$ cat config.mk
export PLATFORM = sky130hd
export DESIGN_NAME = pulse_counter_scheduler
export DESIGN_NICKNAME = d
export VERILOG_FILES = /design/src/rtl/pcs_pkg.sv /design/src/rtl/pulse_counter_scheduler_rr_arbiter.sv /design/src/rtl/pulse_counter_scheduler.sv
export SDC_FILE = /design/constraint.sdc
export NUM_CORES = 1
export LEC_CHECK = 0
export BUFFER_PORTS_ARGS = -buffer_cell sky130_fd_sc_hd__buf_4
export CORE_ASPECT_RATIO = 1.5
export CORE_MARGIN = 5
export CORE_UTILIZATION = 58
export CTS_BUF_LIST = sky130_fd_sc_hd__clkbuf_8
export CTS_CLUSTER_SIZE = 12
export DETAILED_ROUTE_END_ITERATION = 8
export PLACE_DENSITY = 0.95
export SYNTH_ARGS = -nofsm -noshare
export SYNTH_HDL_FRONTEND = slang
export SYNTH_SLANG_ARGS = --single-unit
$ cat constraint.sdc
create_clock -name clk -period 4.5 [get_ports clk]
set_input_delay 0.675 -clock clk [delete_from_list [all_inputs] [get_ports clk]]
set_output_delay 0.675 -clock clk [all_outputs]
set_load 0.02 [all_outputs]
$ cat src/rtl/pcs_pkg.sv
// Shared definitions for the pulse counter scheduler: FSM encoding and default sizing.
package pcs_pkg;

    localparam int DEF_NREQ = 4;
    localparam int DEF_LENW = 4;

    typedef enum logic [1:0] {
        IDLE  = 2'd0,
        BURST = 2'd1,
        GAP   = 2'd2
    } state_t;

endpackage

$ cat src/rtl/pulse_counter_scheduler_rr_arbiter.sv
// Combinational round-robin pick: first asserted request at or after ptr, wrapping modulo NREQ.
module rr_arbiter #(
    parameter  int NREQ = 4,
    localparam int IDXW = $clog2(NREQ)
) (
    input  logic [NREQ-1:0] req,
    input  logic [IDXW-1:0] ptr,
    output logic [NREQ-1:0] sel,
    output logic [IDXW-1:0] idx,
    output logic            any
);

    always_comb begin
        int j;
        any = 1'b0;
        idx = '0;
        sel = '0;
        j   = 0;
        for (int i = 0; i < NREQ; i++) begin
            j = int'(ptr) + i;
            if (j >= NREQ) j = j - NREQ;
            if (!any && req[j]) begin
                any = 1'b1;
                idx = IDXW'(j);
            end
        end
        if (any) sel[idx] = 1'b1;
    end

endmodule

$ cat src/rtl/pulse_counter_scheduler.sv
// Round-robin owner of a two-cycle-qualified counter: 2*len inc cycles per grant, then a gap cycle with done.
module pulse_counter_scheduler
    import pcs_pkg::*;
#(
    parameter  int NREQ = DEF_NREQ,
    parameter  int LENW = DEF_LENW,
    localparam int IDXW = $clog2(NREQ)
) (
    input  logic                 clk,
    input  logic                 rst,
    input  logic [NREQ-1:0]      req,
    input  logic [NREQ*LENW-1:0] len,
    output logic [NREQ-1:0]      gnt,
    output logic [NREQ-1:0]      done,
    output logic                 inc,
    output logic                 busy,
    output logic [IDXW-1:0]      owner
);

    localparam logic [LENW:0] REM_ONE = (LENW+1)'(1);

    state_t          state_q, state_d;
    logic [LENW:0]   rem_q, rem_d;
    logic [NREQ-1:0] gnt_q, gnt_d;
    logic [NREQ-1:0] done_q, done_d;
    logic            inc_q, inc_d;
    logic            busy_q, busy_d;
    logic [IDXW-1:0] owner_q, owner_d;
    logic [IDXW-1:0] ptr_q, ptr_d;

    logic [NREQ-1:0] arb_sel;
    logic [IDXW-1:0] arb_idx;
    logic            arb_any;
    logic [LENW-1:0] sel_len;

    rr_arbiter #(.NREQ(NREQ)) u_arb (
        .req (req),
        .ptr (ptr_q),
        .sel (arb_sel),
        .idx (arb_idx),
        .any (arb_any)
    );

    assign sel_len = len[int'(arb_idx)*LENW +: LENW];

    always_ff @(posedge clk or posedge rst) begin
        if (rst) state_q <= IDLE;
        else     state_q <= state_d;
    end

    always_comb begin
        state_d = state_q;
        case (state_q)
            IDLE:    if (arb_any) state_d = (sel_len != '0) ? BURST : GAP;
            BURST:   if (rem_q == REM_ONE) state_d = GAP;
            GAP:     state_d = IDLE;
            default: state_d = IDLE;
        endcase
    end

    // All outputs are computed one cycle ahead so they leave the block straight from flops.
    always_comb begin
        rem_d   = rem_q;
        gnt_d   = gnt_q;
        done_d  = '0;
        inc_d   = 1'b0;
        owner_d = owner_q;
        ptr_d   = ptr_q;
        case (state_q)
            IDLE: begin
                if (arb_any) begin
                    rem_d   = {sel_len, 1'b0};
                    gnt_d   = arb_sel;
                    owner_d = arb_idx;
                    inc_d   = (sel_len != '0);
                    done_d  = (sel_len == '0) ? arb_sel : '0;
                end
            end
            BURST: begin
                rem_d = rem_q - REM_ONE;
                inc_d = (rem_q != REM_ONE);
                if (rem_q == REM_ONE) done_d = gnt_q;
            end
            GAP: begin
                gnt_d = '0;
                ptr_d = (owner_q == IDXW'(NREQ-1)) ? '0 : owner_q + IDXW'(1);
            end
            default: gnt_d = '0;
        endcase
        busy_d = (state_d != IDLE);
    end

    always_ff @(posedge clk or posedge rst) begin
        if (rst) begin
            rem_q   <= '0;
            gnt_q   <= '0;
            done_q  <= '0;
            inc_q   <= 1'b0;
            busy_q  <= 1'b0;
            owner_q <= '0;
            ptr_q   <= '0;
        end else begin
            rem_q   <= rem_d;
            gnt_q   <= gnt_d;
            done_q  <= done_d;
            inc_q   <= inc_d;
            busy_q  <= busy_d;
            owner_q <= owner_d;
            ptr_q   <= ptr_d;
        end
    end

    assign gnt   = gnt_q;
    assign done  = done_q;
    assign inc   = inc_q;
    assign busy  = busy_q;
    assign owner = owner_q;

endmodule
# Yosys cells after proc, flatten, opt, wreduce, memory -nomap -nowiden
# Cells that the tools add are included.
# word_totals
regBits,21
latchBits,0
ram_bits,0
romBits,0
inputBits,22
output_inout_bits,12
elab_cells,91
n_memories,0
# classes
n_addsub,9
n_mul,0
div_mod_pow,0
n_lt_le_gt_ge,10
eq_ne,6
shift,1
muxes,41
bitwise_logic,1
reduce_logical,15
# op_table
cell,n
$lt A32 B4 Y1 const B,4
$mux W32,4
$ge A32 B4 Y1 const B,3
$sub A32 B4 Y32 const B,3
$mux W2,8
$mux W4,4
$pmux W4 S2,2
$shiftx A16 B5 Y4,1
$mux W1,14
$pmux W5 S2,1
$bmux W1 S2,4
$add A2 B2 Y3 const B,2
$reduce_and A2 Y1,3
$eq A5 B1 Y1 const B,1
$mux W5,1
$ne A5 B1 Y1 const B,1
$sub A5 B1 Y5 const B,1
$eq A2 B2 Y1 const B,2
$logic_and A1 B1 Y1,4
$logic_not A4 Y1,1
$pmux W2 S2,1
$reduce_bool A2 Y1,2
$reduce_bool A4 Y1,1
$sub A2 B3 Y4 const B,1
12 further kinds,14

# Longest topological paths before layout
# Gate-level depths: netlist (run 1).
# depth
depth_word,22
ltp_mapped,8
depth_no_buf,7

# By module
# A second synthesis (run 1) with hierarchy kept.
# hier_totals
hier_cells,120
hier_area_um2,1252.5
# by_module_without_submodules
module,instances,cells_per_inst,area_each_um2,seq_area_each_um2
pulse_counter_scheduler,1,87,1041.0,525.5
rr_arbiter,1,33,211.5,0.0

# Worst setup path after synthesis (run 1)
# Ideal clock, no wire load.
# synth_path
path_kind,in2reg
startpoint,in req[2]
endpoint,"reg done_q[2], in the netlist done[2]"
arrival_time_ns,2.263
required_ns,4.390
setup_slack_ns,2.126
path_stages,8
path_buffers,1
path_cell_list,nor2b_1 -> a21boi_4 -> o32ai_4 -> buf_6 -> mux2i_1 -> mux2_2 -> nand4_2 -> o41ai_1
# synth_between
elab_chain_len,20
elab_cells_between_ends,36
# synth_rtl
item,line_no,rtl
start: declaration,pulse_counter_scheduler.sv:11,"input logic [NREQ-1:0] req,"
$bmux W1 S2,pulse_counter_scheduler_rr_arbiter.sv:22,if (!any && req[j]) begin
$mux W1 (implied by the code) (2 in series),pulse_counter_scheduler_rr_arbiter.sv:22,
$mux W1,pulse_counter_scheduler_rr_arbiter.sv:22,
$logic_not A1 Y1,pulse_counter_scheduler_rr_arbiter.sv:22,
$logic_and A1 B1 Y1,pulse_counter_scheduler_rr_arbiter.sv:22,
$mux W1,pulse_counter_scheduler_rr_arbiter.sv:22,
$logic_not A1 Y1,pulse_counter_scheduler_rr_arbiter.sv:22,
$logic_and A1 B1 Y1,pulse_counter_scheduler_rr_arbiter.sv:22,
(+4 left out),n/a,
$lt A2 B3 Y1 (implied by the code) or $ge A2 B1 Y1 (tied branches),pulse_counter_scheduler_rr_arbiter.sv:27,if (any) sel[idx] = 1'b1;
$logic_and A1 B1 Y1 (implied by the code),pulse_counter_scheduler_rr_arbiter.sv:27,
$mux W1 (implied by the code),pulse_counter_scheduler_rr_arbiter.sv:27,
$demux W1 S2,n/a,
$mux W4,pulse_counter_scheduler.sv:76,done_d = (sel_len == '0) ? arb_sel : '0;
$mux W4 (*),pulse_counter_scheduler.sv:71,if (arb_any) begin
$pmux W4 S2 (*),pulse_counter_scheduler.sv:69,case (state_q)
via done_d[2],pulse_counter_scheduler.sv:25,"logic [NREQ-1:0] done_q, done_d;"
end signal: assignment,pulse_counter_scheduler.sv:105,done_q <= done_d;
end: declaration,pulse_counter_scheduler.sv:25,
# Mark *: on every way through the listed nets, which the timed path passes. The rest lies on a longest branch. The select of a mux whose other input is x is not followed.
# A chain may end at the register's enable or synchronous reset.

# Worst setup path in the final report (run 1)
# Ends and elaborated chain as after synthesis.

==> impl_metrics.env, run 1 <==
export IMPL_outcome="complete, no violations"
export IMPL_min_path_type="flip-flop to flip-flop"
export IMPL_synthCells=131
export IMPL_area_delta_synth_final_pct=22.9
export IMPL_cp_data_required_time_ns=4.66
export IMPL_ios=34
export IMPL_io_buffers=33
export IMPL_worstSetupStartpoint="req[2]"
export IMPL_clock_sinks=21
export IMPL_yosysSeqAreaShare=0.418
export IMPL_cts_tree="done"
export IMPL_reg2reg_to="done[2]$_DFF_PP0_"
export IMPL_final_cells=185
export IMPL_synth_edf_count=0
export IMPL_finalHoldViolCount=0
export IMPL_final_util=0.752
export IMPL_die_width_um=48
export IMPL_arrival_ns=2.70
export IMPL_startpoint_type="input pin"
export IMPL_netlist_cell_type_count=36
export IMPL_grt_ovfl_total=0
export IMPL_clk_latency_ns=0.27
export IMPL_total_power_mw=0.877
export IMPL_worst_r2r_path_depth=6
export IMPL_yosys_warnings=0
export IMPL_root_buffer="clkbuf_8"
export IMPL_crit_type="input pin to flip-flop"
export IMPL_num_vias=1111
export IMPL_grt_pass1_vias=1097
export IMPL_finalSetupTns_ns=0
export IMPL_cp_end_kind="flip-flop"
export IMPL_dieArea_mm2=0.00322
export IMPL_whs_ns=0.531
export IMPL_fin_area_mm2=0.00154
export IMPL_core_mm2=0.00205
export IMPL_rsz0062_at_grt="no"
export IMPL_fmax_mhz=393
export IMPL_worst_slew_pin_slew_ns=1.14
export IMPL_gp_congestion=0.886
export IMPL_cts_buffer_depth=2
export IMPL_cts_buffers=3
export IMPL_synth_most_common_cell="dfrtp_1"
export IMPL_cts_setup_buffers=0
export IMPL_synthTopCellsByCount="dfrtp_1 (21), nand2_1 (17), nor2_1 (15)"
export IMPL_wl_um=3000
export IMPL_finalMaxSlewViolations=0
export IMPL_worstSetupEndpoint="done[2]$_DFF_PP0_"
export IMPL_synth_avg_cell_area_um2=9.59
export IMPL_cts_hold_buffers_added=0
export IMPL_grt_pass1_wl_um=4750
export IMPL_p_per_area_mw_per_mm2=568
export IMPL_finalClockSkew_ns=0.00279
export IMPL_nets=189
export IMPL_dr_pass1_iters=4
export IMPL_rows=20
export IMPL_track_usage=0.202
export IMPL_worst_slack_ns=1.96
export IMPL_dp_hpwl_um=2330
export IMPL_syn_nets=156
export IMPL_maxSlewHeadroom=0.235
export IMPL_dpl_cell_area_mm2=0.00150
export IMPL_ys_flop_type="dfrtp_1"
export IMPL_viasPerCell=6.01
export IMPL_synth_area_mm2=0.00126
export IMPL_drc_errors=0
export IMPL_drtIter0Drc=48
export IMPL_ys_async_sr_fraction=1.00
export IMPL_maxCapViolCount=0
export IMPL_crit_path_max_fanout=17
export IMPL_die_h_um=67.0
export IMPL_wl_per_cell_um=16.2
export IMPL_h_tree_depth=1
export IMPL_final_layout_size_suffix_gt1_frac=0.307
export IMPL_yosys_area_top_type_share=0.418
export IMPL_synth_area_leaders="dfrtp_1 (42%), mux2i_1 (6.4%), nand2_1 (5.1%), mux2_2 (4.5%), nor2_1 (4.5%)"
export IMPL_grt_start_max_net_pins=22
export IMPL_cts_resized=0
export IMPL_postRouteAntennaNets=0
export IMPL_post_place_ws_ns=1.72
export IMPL_peakVddDrop_v=0.000379
export IMPL_diodes=0
export IMPL_leakage_nw=0.764
export IMPL_rr_startpoint="ptr_q[1]$_DFFE_PP0N_"
export IMPL_antenna_found_initial=0
export IMPL_ys_ff_latch=21
export IMPL_clkTransAtPathRegs_ns=0.08
export IMPL_start_util=0.612
export IMPL_finalCriticalPeriod_ns=2.54
export IMPL_reg2reg_slack_ns=2.17
export IMPL_placedCellCount=181
export IMPL_setup_viol=0
export IMPL_fin_crit_sh=0.565
export IMPL_synth_top_area_cell="dfrtp_1"
[cells in the final DEF (no fill, tap or decap), types with 2 or more instances in the layout]
master     count
nor3_1         4
o31ai_1        3
nand3_1        3
nor2_1        15
clkbuf_8       3
o2bb2ai_1      2
o22a_1         2
a21oi_1        7
o21ai_0        6
inv_1          6
dfrtp_1       21
a21o_1         3
buf_4         33
nand2_1       17
mux2i_1        8
ha_1           3
nor2b_1        4
mux2_2         5
[state kept, by name, summed over array words and instances (netlist names)]
signal / cells
busy: 1
done: 4
gnt: 4
inc: 1
owner: 2
ptr_q: 2
rem_q: 5
state_q: 2
[logic make-up (layout without fill, tap and decap cells)]
group	Yosys count	count (layout)	share of synthesized area
buffers and inverters	11	43	0.0468
AO/OA/AOI/OAI	32	32	0.199
AND/OR/NAND/NOR	50	50	0.185
flip-flops	21	21	0.418
multiplexers	14	14	0.121
adder cells (fa/ha/maj)	3	3	0.0299
[critical path, cell delays in order]
cell	delay (ns)
buf_4	0.12
nor2b_1	0.14
a21boi_4	0.14
o32ai_4	0.67
mux2i_1	0.28
mux2_2	0.20
nand4_2	0.19
o41ai_1	0.29
[worst min path at each step]
stage	startpoint	to	cells after the start
2_1_floorplan	rem_q[4]$_DFFE_PP0P_	rem_q[4]$_DFFE_PP0P_	1
3_3_place_gp	owner[1]$_DFFE_PP0P_	owner[1]$_DFFE_PP0P_	2
3_5_place_dp	gnt[0]$_DFFE_PP0P_	done[0]$_DFF_PP0_	2
4_1_cts	gnt[0]$_DFFE_PP0P_	done[0]$_DFF_PP0_	2
5_1_grt	owner[0]$_DFFE_PP0P_	ptr_q[0]$_DFFE_PP0N_	1
6_report	owner[0]$_DFFE_PP0P_	ptr_q[0]$_DFFE_PP0N_	1
[final cells by class]
cell class                      count  area, um2
Timing Repair Buffer               33        248
Tap cell                           22       27.5
Inverter                            6       22.5
Sequential cell                    21        526
Clock buffer                        3       41.3
Multi-Input combinational cell     99        672
Clock inverter                      1       7.51
Fill cell                         140        508
[per-layer routing]
layer | up-vias | wire length (um) | global-route usage
met5 | - | 0 | 0
met4 | 0 | 104 | 0.0842
met3 | 13 | 156 | 0.0297
met2 | 45 | 1670 | 0.351
met1 | 526 | 1070 | 0.232
li1 | 527 | - | -
[power breakdown]
| group | switching, mW | internal, mW | total (mW) |
|---|---|---|---|
| combinational | 0.234 | 0.188 | 0.422 |
| clock | 0.0660 | 0.0627 | 0.129 |
| sequential | 0.0724 | 0.254 | 0.327 |
Note: power is estimated with default switching activity, not from simulation.
==> inputs of run 2 (changes only) <==
- CORE_UTILIZATION: 58 -> 48
- PLACE_DENSITY: 0.95 -> 0.87
- clock period: 4.5 -> 2.3 ns (I/O delays scaled with it)
==> run 2 against run 1 <==
Net effect:
- via count fell by 3.7%
- final area rose by 2.4%
- die area rose by 17%
- wire length fell by 4.1%
- global-route usage fell by 3.7 points
- sequential cell count did not move
- critical path depth did not move
- critical path type is now flip-flop to flip-flop
- critical endpoint is now done[0]$_DFF_PP0_
==> impl_metrics.env, run 2 (synthesis results as in run 1) <==
export IMPL_viasPerCell=5.63
export IMPL_total_power_mw=1.70
export IMPL_reg2reg_to="done[0]$_DFF_PP0_"
export IMPL_dieArea_mm2=0.00376
export IMPL_leakage_nw=0.786
export IMPL_finalHoldViolCount=0
export IMPL_fmax_mhz=480
export IMPL_die_h_um=72.7
export IMPL_arrival_ns=2.23
export IMPL_postRouteAntennaNets=0
export IMPL_worst_slew_pin_slew_ns=0.767
export IMPL_grt_ovfl_total=0
export IMPL_final_common_cell="buf_4"
export IMPL_drtIter0Drc=25
export IMPL_ios=34
export IMPL_worst_r2r_path_depth=8
export IMPL_fin_crit_sh=0.905
export IMPL_finalCriticalPeriod_ns=2.08
export IMPL_final_util=0.638
export IMPL_cts_tree="done"
export IMPL_die_width_um=51.8
export IMPL_start_util=0.507
export IMPL_reg2reg_slack_ns=0.22
export IMPL_cts_hold_buffers_added=0
export IMPL_regMostFlops="rem_q"
export IMPL_peakVddDrop_v=0.000670
export IMPL_core_mm2=0.00248
export IMPL_gp_congestion=0.796
export IMPL_clkTransAtPathRegs_ns=0.07
export IMPL_final_layout_size_suffix_gt1_frac=0.325
export IMPL_cp_data_required_time_ns=2.45
export IMPL_outcome="complete, no violations"
export IMPL_maxSlewHeadroom=0.488
export IMPL_cts_buffers=3
export IMPL_diodes=0
export IMPL_crit_path_max_fanout=7
export IMPL_layout_common_cells="buf_4 (35), dfrtp_1 (20), nand2_1 (17)"
export IMPL_maxCapViolCount=0
export IMPL_clock_sinks=21
export IMPL_cts_buffer_depth=2
export IMPL_track_usage=0.165
export IMPL_largest_register_ffs=5
export IMPL_placedCellCount=185
export IMPL_grt_pass1_vias=1112
export IMPL_wl_per_cell_um=15.1
export IMPL_startpoint_type="flip-flop"
export IMPL_min_path_type="input pin to asynchronous set/reset pin"
export IMPL_h_tree_depth=1
export IMPL_grt_pass1_wl_um=4770
export IMPL_io_buffers=33
export IMPL_dp_hpwl_um=2290
export IMPL_whs_ns=0.229
export IMPL_finalMaxSlewViolations=0
export IMPL_final_cells=190
export IMPL_setup_viol=0
export IMPL_drc_errors=0
export IMPL_area_delta_synth_final_pct=25.8
export IMPL_dr_pass1_iters=5
export IMPL_cp_end_kind="flip-flop"
export IMPL_finalSetupTns_ns=0
export IMPL_crit_type="flip-flop to flip-flop"
export IMPL_rr_startpoint="ptr_q[0]$_DFFE_PP0N_"
export IMPL_finalClockSkew_ns=0.00229
export IMPL_nets=192
export IMPL_root_buffer="clkbuf_8"
export IMPL_rsz0062_at_grt="no"
export IMPL_num_vias=1070
export IMPL_rows=22
export IMPL_antenna_found_initial=0
export IMPL_grt_start_max_net_pins=22
export IMPL_wl_um=2880
export IMPL_clk_latency_ns=0.25
export IMPL_p_per_area_mw_per_mm2=1080
## run 2: per-stage QoR
stage | setup WS, ns | instance area, um2
2_1_floorplan | 0.256 | 1260
3_3_place_gp | 0.0993 | 1510
3_5_place_dp | -0.0327 | 1510
4_1_cts | 0.137 | 1560
5_1_grt | 0.0250 | 1580
6_report | 0.218 | 1580
## run 2: how the worst max path moves through the flow
stage	startpoint	endpoint	slack [ns]
after global routing	ptr_q[0]$_DFFE_PP0N_	done[0]$_DFF_PP0_	0.02
after detailed placement	req[2]	done[0]$_DFF_PP0_	-0.03
final	ptr_q[0]$_DFFE_PP0N_	done[0]$_DFF_PP0_	0.22
after global placement	req[2]	done[0]$_DFF_PP0_	0.1
after CTS	ptr_q[1]$_DFFE_PP0N_	done[0]$_DFF_PP0_	0.14
after floorplan	req[2]	done[2]$_DFF_PP0_	0.26
## run 2: power breakdown
group          switching [mW]  internal [mW]
Sequential              0.136          0.498
Clock                   0.114          0.120
Combinational           0.449          0.386
## run 2: repair_timing
| action | in CTS | in global routing |
|---|---|---|
| gates resized for setup | 0 | 1 |
| setup buffers | 0 | 1 |
| endpoints found under the hold margin | 0 | 0 |
| setup endpoints to repair | 0 | 1 |
## run 2: metal layers
layer	wire length [um]	global-route usage	vias to the layer above	part of all wire
met2	1640	0.307	28	0.57
met5	0	0	-	0
met4	42	0.0641	0	0.015
met3	126	0.0286	6	0.044
li1	-	-	533	-
met1	1060	0.180	503	0.37
## run 2: layout make-up
type                    count  area (um2)
inverters                   6        22.5
clock inverters             1        5.00
clock buffers               3        41.3
multi-input cells          99         672
repair buffers             36         283
fillers                   193         897
flip-flops and latches     21         527
well taps                  24        30.0
## run 2: critical path: stages (launching register included)
cell     delay, ns
dfrtp_1       0.43
nor2b_1       0.19
nor2_1        0.09
o32ai_4       0.20
buf_12        0.17
mux2i_1       0.19
mux2_2        0.20
nand4_2       0.17
o31ai_1       0.33
==> inputs of run 3 (changes only) <==
- CORE_ASPECT_RATIO: 1.5 -> 0.6
- SYNTH_HIERARCHICAL: not set -> 1
==> run 3 against run 2 <==
Net effect:
- the flow now finishes with violations (setup timing)
- first-iteration DRC count rose to 4.0 times the previous value
- count of clock-buffer cells in the layout unchanged
- via count grew 5.6%
- clock skew barely moved
- non-clock buffer count rose by 7
- register-to-register slack worse by 0.23 ns
- setup slack worse by 0.23 ns
- power increased by 11%
- clock power increased by 4%
- final area rose by 4.5%
- worst hold slack got worse by 0.0017 ns
- synthesized cell count fell by 8.4%
- critical endpoint is now done[1]$_DFF_PP0_
- highest routed layer unchanged
==> impl_metrics.env, run 3 <==
export IMPL_outcome="finished, violations left"
export IMPL_violations="setup timing"
export IMPL_final_common_cell="buf_4"
export IMPL_final_layout_size_suffix_gt1_frac=0.391
export IMPL_leakage_nw=0.774
export IMPL_die_h_um=49.6
export IMPL_yosys_warnings=6
export IMPL_cp_end_kind="flip-flop"
export IMPL_yosys_area_top_type_share=0.420
export IMPL_grt_ovfl_total=0
export IMPL_drc_errors=0
export IMPL_core_mm2=0.00250
export IMPL_root_buffer="clkbuf_8"
export IMPL_diodes=0
export IMPL_viasPerCell=5.85
export IMPL_synth_edf_count=0
export IMPL_cts_tree="done"
export IMPL_finalMaxSlewViolations=0
export IMPL_synth_area_leaders="dfrtp_1 (42%), mux4_2 (5.4%), a21oi_1 (3.6%), nand2_1 (3.3%), a32o_1 (3.2%)"
export IMPL_grt_start_max_net_pins=22
export IMPL_startpoint_type="flip-flop"
export IMPL_use_met1=0.229
export IMPL_final_util=0.659
export IMPL_peakVddDrop_v=0.000544
export IMPL_wl_per_cell_um=16.2
export IMPL_worst_slack_ns=-0.00894
export IMPL_grt_pass1_wl_um=5330
export IMPL_fin_crit_sh=1.00
export IMPL_postRouteAntennaNets=0
export IMPL_crit_type="flip-flop to flip-flop"
export IMPL_cts_buffer_depth=2
export IMPL_dieArea_mm2=0.00376
export IMPL_clk_latency_ns=0.26
export IMPL_finalCriticalPeriod_ns=2.31
export IMPL_dp_hpwl_um=2470
export IMPL_wl_um=3120
export IMPL_finalClockSkew_ns=0.00242
export IMPL_num_vias=1130
export IMPL_ios=34
export IMPL_dr_pass1_iters=6
export IMPL_yosysSeqAreaShare=0.420
export IMPL_largest_register_ffs=5
export IMPL_netlist_cell_type_count=38
export IMPL_ys_flop_type="dfrtp_1"
export IMPL_synthCells=120
export IMPL_syn_nets=145
export IMPL_h_tree_depth=1
export IMPL_clkTransAtPathRegs_ns=0.08
export IMPL_synthTopCellsByCount="dfrtp_1 (21), nand2_1 (11), inv_1 (10)"
export IMPL_rsz0062_at_grt="yes"
export IMPL_antenna_found_initial=0
export IMPL_synth_avg_cell_area_um2=10.4
export IMPL_grt_use_met3=0.0655
export IMPL_setup_viol=3
export IMPL_regMostFlops="rem_q"
export IMPL_crit_path_max_fanout=7
export IMPL_ys_ff_latch=21
export IMPL_top_usage_layer="met2"
export IMPL_synth_most_common_cell="dfrtp_1"
export IMPL_finalHoldViolCount=0
export IMPL_synth_area_mm2=0.00125
export IMPL_start_util=0.500
export IMPL_clock_sinks=21
export IMPL_ys_async_sr_fraction=1.00
export IMPL_area_delta_synth_final_pct=31.9
export IMPL_maxCapViolCount=0
export IMPL_gp_congestion=0.889
export IMPL_min_path_type="input pin to asynchronous set/reset pin"
export IMPL_die_width_um=75.9
export IMPL_grt_pass1_vias=1130
export IMPL_io_buffers=33
export IMPL_track_usage=0.172
export IMPL_worst_slew_pin_slew_ns=0.783
export IMPL_cp_data_required_time_ns=2.50
export IMPL_arrival_ns=2.51
export IMPL_synth_top_area_cell="dfrtp_1"
export IMPL_cts_buffers=3
export IMPL_met2_usage=0.276
export IMPL_fmax_mhz=433
export IMPL_maxSlewHeadroom=0.477
export IMPL_drtIter0Drc=101
export IMPL_p_per_area_mw_per_mm2=1140
export IMPL_rows=14
export IMPL_layout_common_cells="buf_4 (42), dfrtp_1 (21), nand2_1 (11)"
export IMPL_post_place_ws_ns=-0.0240
export IMPL_nets=187
-- run 3: worst max-delay path: stages, from the launching register on --
cell and delay [ns]:
dfrtp_1 0.41, mux2i_1 0.20, nor2_1 0.06, a311oi_2 0.20, buf_4 0.20, mux4_2 0.55
nor4_4 0.30, buf_6 0.16, a32o_1 0.18
-- run 3: cell type report --
cell class                 count  area [um2]
fill                         208         853
multi-input combinational     83         676
sequential                    21         526
timing repair buffer          43         327
clock buffer                   3        41.3
tap                           32        40.0
inverter                      10        37.5
clock inverter                 1        5.00
-- run 3: cells by family (layout without fill, tap and decap cells) --
group,count (synthesis),after routing,share of synthesized area
AOI/OAI and AO/OA,41,41,0.241
and+or+nand+nor,31,31,0.138
DFF,21,21,0.420
buffers and inverters,16,57,0.0619
muxes,8,8,0.110
adders and majority gates,3,3,0.0300
-- run 3: per-layer routing --
metal	share of wire	vias up
met5	0	-
met4	0.0019	0
met3	0.093	2
met2	0.45	53
met1	0.46	543
li1	-	532
-- run 3: power by group --
group	internal [mW]	switching (mW)
clock	0.121	0.122
combinational	0.479	0.504
sequential	0.508	0.153
total	1.11	0.779
-- run 3: worst paths after layout --
path	start	to	slack, ns	cells after the start
max	ptr_q[1]$_DFFE_PP0N_	done[1]$_DFF_PP0_	-0.009	8
min	rst	done[0]$_DFF_PP0_	0.23	2
max reg2reg	ptr_q[1]$_DFFE_PP0N_	done[1]$_DFF_PP0_	-0.009	8
min reg2reg	owner[0]$_DFFE_PP0P_	ptr_q[0]$_DFFE_PP0N_	0.54	1
max in group asynchronous	rst	rem_q[4]$_DFFE_PP0P_	1.58	2
min in group clk	req[3]	gnt[3]$_DFFE_PP0P_	0.49	4
-- run 3: what timing repair did --
item                       CTS  global route
setup buffers                1             1
hold buffers                 0             0
gates resized for setup      1             4
pin swaps                    0             3
setup endpoints to repair    3             8
-- run 3: stage by stage --
step                      area, um2   TNS, ns  power [mW]  hold WS, ns  cells
after floorplan                1260    -0.767        1.28        0.322    120
after global placement         1570         0        1.55        0.513    187
after detailed placement       1570   -0.0240        1.60        0.517    187
after CTS                      1620  -0.00663        1.86        0.261    192
after global routing           1650     -1.22        2.03        0.316    193
final                          1650   -0.0192        1.89        0.227    193
